==> src/rtl/ifetch_unit.sv <==
// Instruction fetch back end: issues in-order reads for accepted PCs, buffers {pc, inst} for decode,
// discards in-flight responses after a redirect, and halts on a misaligned fetch address.
module ifetch_unit #(
  parameter int          DEPTH    = 4,
  parameter logic [63:0] RESET_PC = 64'h8000_0000
) (
  input  logic        clk,
  input  logic        rst,
  input  logic        pc_valid,
  input  logic [63:0] pc,
  output logic        pc_ready,
  input  logic        flush,
  output logic        req_valid,
  output logic [63:0] req_addr,
  input  logic        req_ready,
  input  logic        resp_valid,
  input  logic [31:0] resp_data,
  output logic        inst_valid,
  output logic [31:0] inst,
  output logic [63:0] inst_pc,
  input  logic        inst_ready,
  output logic        fetch_misalign,
  output logic [63:0] fetch_pc
);
  localparam int AW = $clog2(DEPTH);
  localparam int CW = AW + 1;
  localparam int UW = CW + 1;

  typedef enum logic [1:0] {RUN, HALT, DRAIN} state_t;

  state_t        state;
  logic [CW-1:0] outst;
  logic [CW-1:0] cnt;
  logic [CW-1:0] drop;
  logic [CW-1:0] outst_after_resp;

  logic [63:0]   aq_mem [DEPTH];
  logic [AW-1:0] aq_wr;
  logic [AW-1:0] aq_rd;

  logic [63:0]   ib_pc   [DEPTH];
  logic [31:0]   ib_inst [DEPTH];
  logic [AW-1:0] ib_wr;
  logic [AW-1:0] ib_rd;

  logic [UW-1:0] used;
  logic          space;
  logic          aligned;
  logic          fire;
  logic          take;
  logic          pop;
  logic          misalign_hit;

  // Outstanding plus buffered never exceeds DEPTH, so every response has a slot.
  assign used    = {1'b0, outst} + {1'b0, cnt};
  assign space   = used < UW'(DEPTH);
  assign aligned = (pc[1:0] == 2'b00);

  assign req_valid    = (state == RUN) && pc_valid && space && !flush && aligned;
  assign req_addr     = pc;
  assign fire         = req_valid && req_ready;
  assign pc_ready     = fire;
  assign misalign_hit = (state == RUN) && pc_valid && !aligned && !flush;

  assign take       = resp_valid && (state != DRAIN) && !flush;
  assign inst_valid = (cnt != '0) && !flush;
  assign pop        = inst_valid && inst_ready;
  assign inst       = ib_inst[ib_rd];
  assign inst_pc    = ib_pc[ib_rd];

  assign outst_after_resp = outst - CW'(resp_valid);

  always_ff @(posedge clk) begin
    if (fire) aq_mem[aq_wr] <= pc;
    if (take) begin
      ib_pc[ib_wr]   <= aq_mem[aq_rd];
      ib_inst[ib_wr] <= resp_data;
    end
  end

  always_ff @(posedge clk) begin
    if (rst) begin
      state          <= RUN;
      outst          <= '0;
      cnt            <= '0;
      drop           <= '0;
      aq_wr          <= '0;
      aq_rd          <= '0;
      ib_wr          <= '0;
      ib_rd          <= '0;
      fetch_misalign <= 1'b0;
      fetch_pc       <= RESET_PC;
    end else begin
      outst <= outst + CW'(fire) - CW'(resp_valid);
      if (fire) begin
        aq_wr    <= aq_wr + 1'b1;
        fetch_pc <= pc;
      end
      if (flush) begin
        // Responses still owed by memory belong to the discarded path.
        aq_wr          <= '0;
        aq_rd          <= '0;
        ib_wr          <= '0;
        ib_rd          <= '0;
        cnt            <= '0;
        drop           <= outst_after_resp;
        fetch_misalign <= 1'b0;
        state          <= (outst_after_resp != '0) ? DRAIN : RUN;
      end else begin
        if (take) begin
          aq_rd <= aq_rd + 1'b1;
          ib_wr <= ib_wr + 1'b1;
        end
        if (pop) ib_rd <= ib_rd + 1'b1;
        cnt <= cnt + CW'(take) - CW'(pop);
        case (state)
          RUN: begin
            if (misalign_hit) begin
              fetch_misalign <= 1'b1;
              state          <= HALT;
            end
          end
          HALT: state <= HALT;
          DRAIN: begin
            if (resp_valid) begin
              drop <= drop - 1'b1;
              if (drop == CW'(1)) state <= RUN;
            end
          end
          default: state <= RUN;
        endcase
      end
    end
  end
endmodule

==> config.mk <==
export PLATFORM = sky130hd
export DESIGN_NAME = ifetch_unit
export DESIGN_NICKNAME = d
export VERILOG_FILES = /design/src/rtl/ifetch_unit.sv
export SDC_FILE = /design/constraint.sdc
export NUM_CORES = 1
export LEC_CHECK = 0
export BUFFER_PORTS_ARGS = -buffer_cell sky130_fd_sc_hd__buf_2
export CORE_ASPECT_RATIO = 0.6
export CORE_UTILIZATION = 62
export DETAILED_ROUTE_END_ITERATION = 8
export PLACE_DENSITY = 0.84
export SETUP_SLACK_MARGIN = 0.05
export SLEW_MARGIN = 10
export SYNTH_ARGS = -nofsm -noshare
export SYNTH_HDL_FRONTEND = slang
export SYNTH_SLANG_ARGS = --single-unit
==> constraint.sdc <==
create_clock -name clk -period 5.82 [get_ports clk]
set_input_delay 0.582 -clock clk [delete_from_list [all_inputs] [get_ports clk]]
set_output_delay 0.582 -clock clk [all_outputs]
set_load 0.02 [all_outputs]
**Word-level counts from Yosys, hierarchy flattened**

Memory sizes are Yosys's and may differ from the RTL's. A register that Yosys moved wholly into a read port is not among the register bits.
Cells that the tools add are included.

- Bits in registers: 84
- Bits in latches: 0
- RAM bits: 640
- Bits in read-only memories: 0
- Input port bits: 103
- Word-level logic and storage cells: 74
- Memories: 3

- Add/subtract/negate cells: 11
- Multipliers: 0
- Divide/modulo/power cells: 0
- Order comparisons: 1
- Equality and inequality tests: 7
- Shifts and indexed selects: 0
- Muxes and demuxes: 19
- Bitwise logic cells: 0
- Reductions and logical operators: 23

Memories:

| name | depth | bits a word | rd ports | clocked after memory_dff | wr ports | line | RTL |
|---|---|---|---|---|---|---|---|
| aq_mem | 4 | 64 | 1 | 1 | 1 | 37 | `logic [63:0] aq_mem [DEPTH];` |
| ib_pc | 4 | 64 | 1 | 1 | 1 | 41 | `logic [63:0] ib_pc [DEPTH];` |
| ib_inst | 4 | 32 | 1 | 1 | 1 | 42 | `logic [31:0] ib_inst [DEPTH];` |

Operators with widths:

| kind | count |
|---|---|
| 2-bit two-way mux | 11 |
| 1-bit logical AND | 11 |
| 3-bit two-way mux | 3 |
| 3-bit != test (second input constant) | 3 |
| 3-bit by 1-bit subtractor with 3-bit output | 3 |
| 2-bit by 1-bit adder with 2-bit output (second input constant) | 4 |
| 3-bit by 1-bit adder with 3-bit output | 2 |
| 2-bit case mux with 3 select lines | 1 |
| 3-bit nonzero test | 2 |
| 3-bit by 3-bit adder with 4-bit output | 1 |
| 2-bit logical NOT | 2 |
| 4-bit by 3-bit less-than comparator with 1-bit output (second input constant) | 1 |
| 1-bit two-way mux | 4 |
| 2-bit AND reduction | 2 |
| 2-bit nonzero test | 2 |
| 3-bit by 1-bit == test with 1-bit output (second input constant) | 1 |
| 3-bit AND reduction | 1 |
| 3-bit by 1-bit subtractor with 3-bit output (second input constant) | 1 |
| 2-bit by 1-bit == test with 1-bit output (second input constant) | 1 |
| 2-bit == test (second input constant) | 1 |
| 1-bit logical NOT | 2 |
| 2-bit != test (second input constant) | 1 |
| 2-bit OR reduction | 1 |

**Logic depth before layout (Yosys ltp)**

- Depth in word-level cells: 8
- Mapped depth: 10
- Depth with buffers taken out: 9

**Worst setup path before layout**

No wires, ideal clock.

- Kind: in2reg
- Start point: input port flush
- End point: memory aq_mem[0][0] (enable)
- Library setup time: 0.429 ns
- Arrival time: 3.328 ns
- Data required time: 5.391 ns
- Setup slack: 2.063 ns
- Stages: 5
- Path buffers: 2
- Cell sequence: or4_4 > nor4b_2 > buf_6 > buf_6 > and2_1

- Longest elaborated chain between the ends: 6

Ends and longest elaborated chain:

| what | line | RTL |
|---|---|---|
| start, declared | 12 | `input logic flush,` |
| 1-bit logical NOT | 59 | `assign req_valid = (state == RUN) && pc_valid && space && !flush && aligned;` |
| 1-bit logical AND (2 in series) | 59 |  |
| 1-bit logical AND | 61 | `assign fire = req_valid && req_ready;` |
| net pc_ready | 11 | `output logic pc_ready,` |
| 1-bit two-way mux | 74 | `if (fire) aq_mem[aq_wr] <= pc;` |
| 1-bit two-way mux (implied by the code) | 74 |  |
| end, declared | 37 |  |

The timed path passes the listed nets, and every way through them passes these cells.

**Final worst setup path**

- Start point: register outst[2]
- End point: output port pc_ready

- Longest elaborated chain between the ends: 6

Ends and longest elaborated chain:

| what | line | RTL |
|---|---|---|
| start, declared | 32 | `logic [CW-1:0] outst;` |
| start signal, assigned | 94 | `outst <= outst + CW'(fire) - CW'(resp_valid);` |
| 3-bit by 3-bit adder with 4-bit output | 55 | `assign used = {1'b0, outst} + {1'b0, cnt};` |
| 4-bit by 3-bit less-than comparator with 1-bit output | 56 | `assign space = used < UW'(DEPTH);` |
| 1-bit logical AND (3 in series) | 59 |  |
| 1-bit logical AND | 61 |  |
| end, declared | 11 |  |

Every way passes these cells.

==> results.toml <==
[run_status]
outcome = "finished with violations"
violations = "design-rule violations"

[global_routing]
grt_max_degree = 79
overflow = 0
first_global_vias = 13800
antenna_found_initial = 1
grtUsageTotal_pct = 24.3
grt_pass1_wl_mm = 82.5

[die]
die_h_um = 166
core_sq_um = 43700
dieArea_sq_um = 45500
io_pins = 331
start_util_pct = 63.3
rows = 59
die-width_um = 275

[clocking]
cts_tree = "yes"
htree_levels = 2
cts.sinks = 728
clkLatencyLatePin_ns = 0.61
cts_inserted_buffers = 60
clk_pin_slew_ns = 0.07
hold_buffers = 0
cts-root-buf = "clkbuf_16"
clockBufferDepth = 3
postCtsSetupBuffers = 0
ctsResizeCount = 0

[drt]
drtAntennaViolNets = 0
vias_per_cell = 5.90
wl_per_cell_um = 24.2
drt_iter0_drc = 1206
via_count = 13100
drt-pass1-iter-count = 8
postRouteWirelength_mm = 53.8
drc_errors = 15

[timing]
maxSlewHeadroom_pct = 26.2
post-route-period-util_pct = 72.2
slew_violations = 0
finalWorstSetupSlack_ns = 1.62
fin_crit_ns = 4.20
clock_skew_ns = 0.0217
rsz0062_at_grt = "false"
tightest_slew_ns = 1.11
fin_setup_tns_ns = 0
finalHoldViolations = 0
setup_violations = 0
timing.fmax_ghz = 0.238

[power]
p_total_mw = 10.1
p_leak_nw = 10.4
ir_worst_vdd_mv = 0.235
cellPowerDensity_nw_per_um2 = 324

[cells_and_area]
nNetsFinal = 1721
n_antenna_cell = 0
syn2layout_area_growth_pct = 13.0
stdcell_count = 2229
post-route-util_pct = 71.6
drive_gt1_share_pct = 36.8

[setup_path]
worst_path_dominant_cell_family = "buffers and inverters"
rr_worst_depth = 8
timing.rr.start = "outst[2]"
cp.required_ns = 5.24
cp_slowest_cell = "buf_4"
cp-end-kind = "output port"
crit_path_max_incr_delay_ns = 0.80
startpoint_type = "flip-flop"
startpoint = "outst[2]"
timing.rr.end = "outst[1]"
crit_top_cell = "buf_4"
path_cells = "ha_1, or4_4, nor4b_4, buf_4, buf_4, buf_2"
r2r_slack_ns = 2.17
worstPathBufferInverterCount = 3
crit_type = "flip-flop to output port"
arrival_ns = 3.62
critPathMaxFanout = 53

[placement]
hpwl_mm = 30.7
place_inst = 2115
gp_congestion = 0.765
port_buffers = 330
dp_slack_ns = 1.97

[min_path]
whs_endpoint = "ib_inst[2][30]"
whs_path_depth = 1
min_from = "resp_data[30]"
hold_path_class = "input pin to flip-flop"

[synth]
synth_common_cells = "edfxtp_1 (640), mux4_2 (160), nand2b_1 (123)"
yosysSeqAreaShare_pct = 75.8
ys_warn_count = 0
synth_seq_cells = 728
yosysTopAreaCell = "edfxtp_1"
async_flop_share_pct = 0
synthFlopType = "edfxtp_1"
synth_fp_nets = 1441
synth_area_leaders = "edfxtp_1 (69%), mux4_2 (13%), dfxtp_1 (6.4%), nand2b_1 (2.8%), mux2i_1 (2.4%)"
synth.avg_cell_area_sq_um = 21.0
synth_top_area_share_pct = 69.4
syn_area_sq_um = 27700
synthCells = 1318
yosysMostFrequentCell = "edfxtp_1"
synth-edff-count = 640
yosysUniqueCellTypes = 38

[job]
cap_violations = 0
worst max-delay path by stage:
stage                   endpoint  slack, ns  cells past startpoint
finish                  pc_ready       1.62                      6
global placement        outst[1]       2.01                      8
CTS                     pc_ready       1.59                      6
floorplan           aq_mem[0][0]       2.06                      5
global route            pc_ready       1.45                      6
detailed placement      outst[1]       1.97                      8
cell families after synthesis:
kind of cell / synth area share (%)
XOR/XNOR: 0.221
buffers and inverters: 3.27
multiplexers: 15.4
AO/OA/AOI/OAI: 0.402
adder cells (fa/ha/maj): 0.958
AND/OR/NAND/NOR: 3.91
flip-flops: 75.8
placed cells by master, fill, tap and decap left out, types with 6 or more instances in the layout:
master | synthesis | layout
a21oi_1 | 10 | 10
and2_4 | 0 | 8
buf_2 | 16 | 329
buf_4 | 64 | 14
clkbuf_1 | 38 | 28
clkbuf_16 | 0 | 62
clkbuf_8 | 0 | 8
clkinv_2 | 0 | 10
dfxtp_1 | 88 | 84
edfxtp_1 | 640 | 640
ha_1 | 18 | 18
inv_1 | 16 | 16
mux2i_1 | 66 | 66
mux4_2 | 160 | 160
nand2_1 | 7 | 7
nand2b_1 | 123 | 123
nor2_1 | 8 | 8
xnor2_1 | 6 | 6
routing by layer:
layer / track usage, % / up-vias / wire length, um
met1: 34.4 / 6865 / 22100
met5: 0 / - / 0
li1: - / 5719 / -
met4: 6.73 / 0 / 1310
met2: 40.2 / 482 / 27200
met3: 3.52 / 76 / 3320
area by class of cell:
cell class,instances,area [sq um]
flip-flops and latches,728,21000
well taps,579,724
multi-input cells,448,5830
clock inverters,16,141
repair buffers,344,1770
fillers,2574,12400
clock buffers,98,1770
inverters,16,60.1
worst register-to-register path, stage by stage (launching register included):
cell	delay (ns)
dfxtp_1	0.35
ha_1	0.30
or4_4	0.50
nor4b_4	0.28
buf_4	0.39
buf_4	0.81
ha_1	0.36
fa_1	0.41
nor2b_1	0.13
stage by stage:
| step | hold WS, ns | area (sq um) |
|---|---|---|
| after floorplan | 0.453 | 27700 |
| after global placement | 0.454 | 29400 |
| final | 0.183 | 31300 |
| after global routing | 0.162 | 31300 |
| after detailed placement | 0.460 | 29400 |
| after CTS | 0.163 | 31300 |
state kept, by name, indices dropped and copies added (netlist names), named ones only:
register,flops
drop,3
aq_wr,2
outst,3
ib_inst,128
fetch_pc,64
cnt,3
ib_wr,2
aq_mem,256
fetch_misalign,1
ib_rd,2
state,2
ib_pc,256
aq_rd,2
power by group:
group | leakage, nW | switching, mW | internal [mW] | total (mW)
clock | 0.932 | 1.75 | 2.16 | 3.92
combinational | 3.00 | 0.288 | 0.179 | 0.466
sequential | 6.49 | 0.0302 | 5.72 | 5.75
Power figures use the tool's default switching activity.
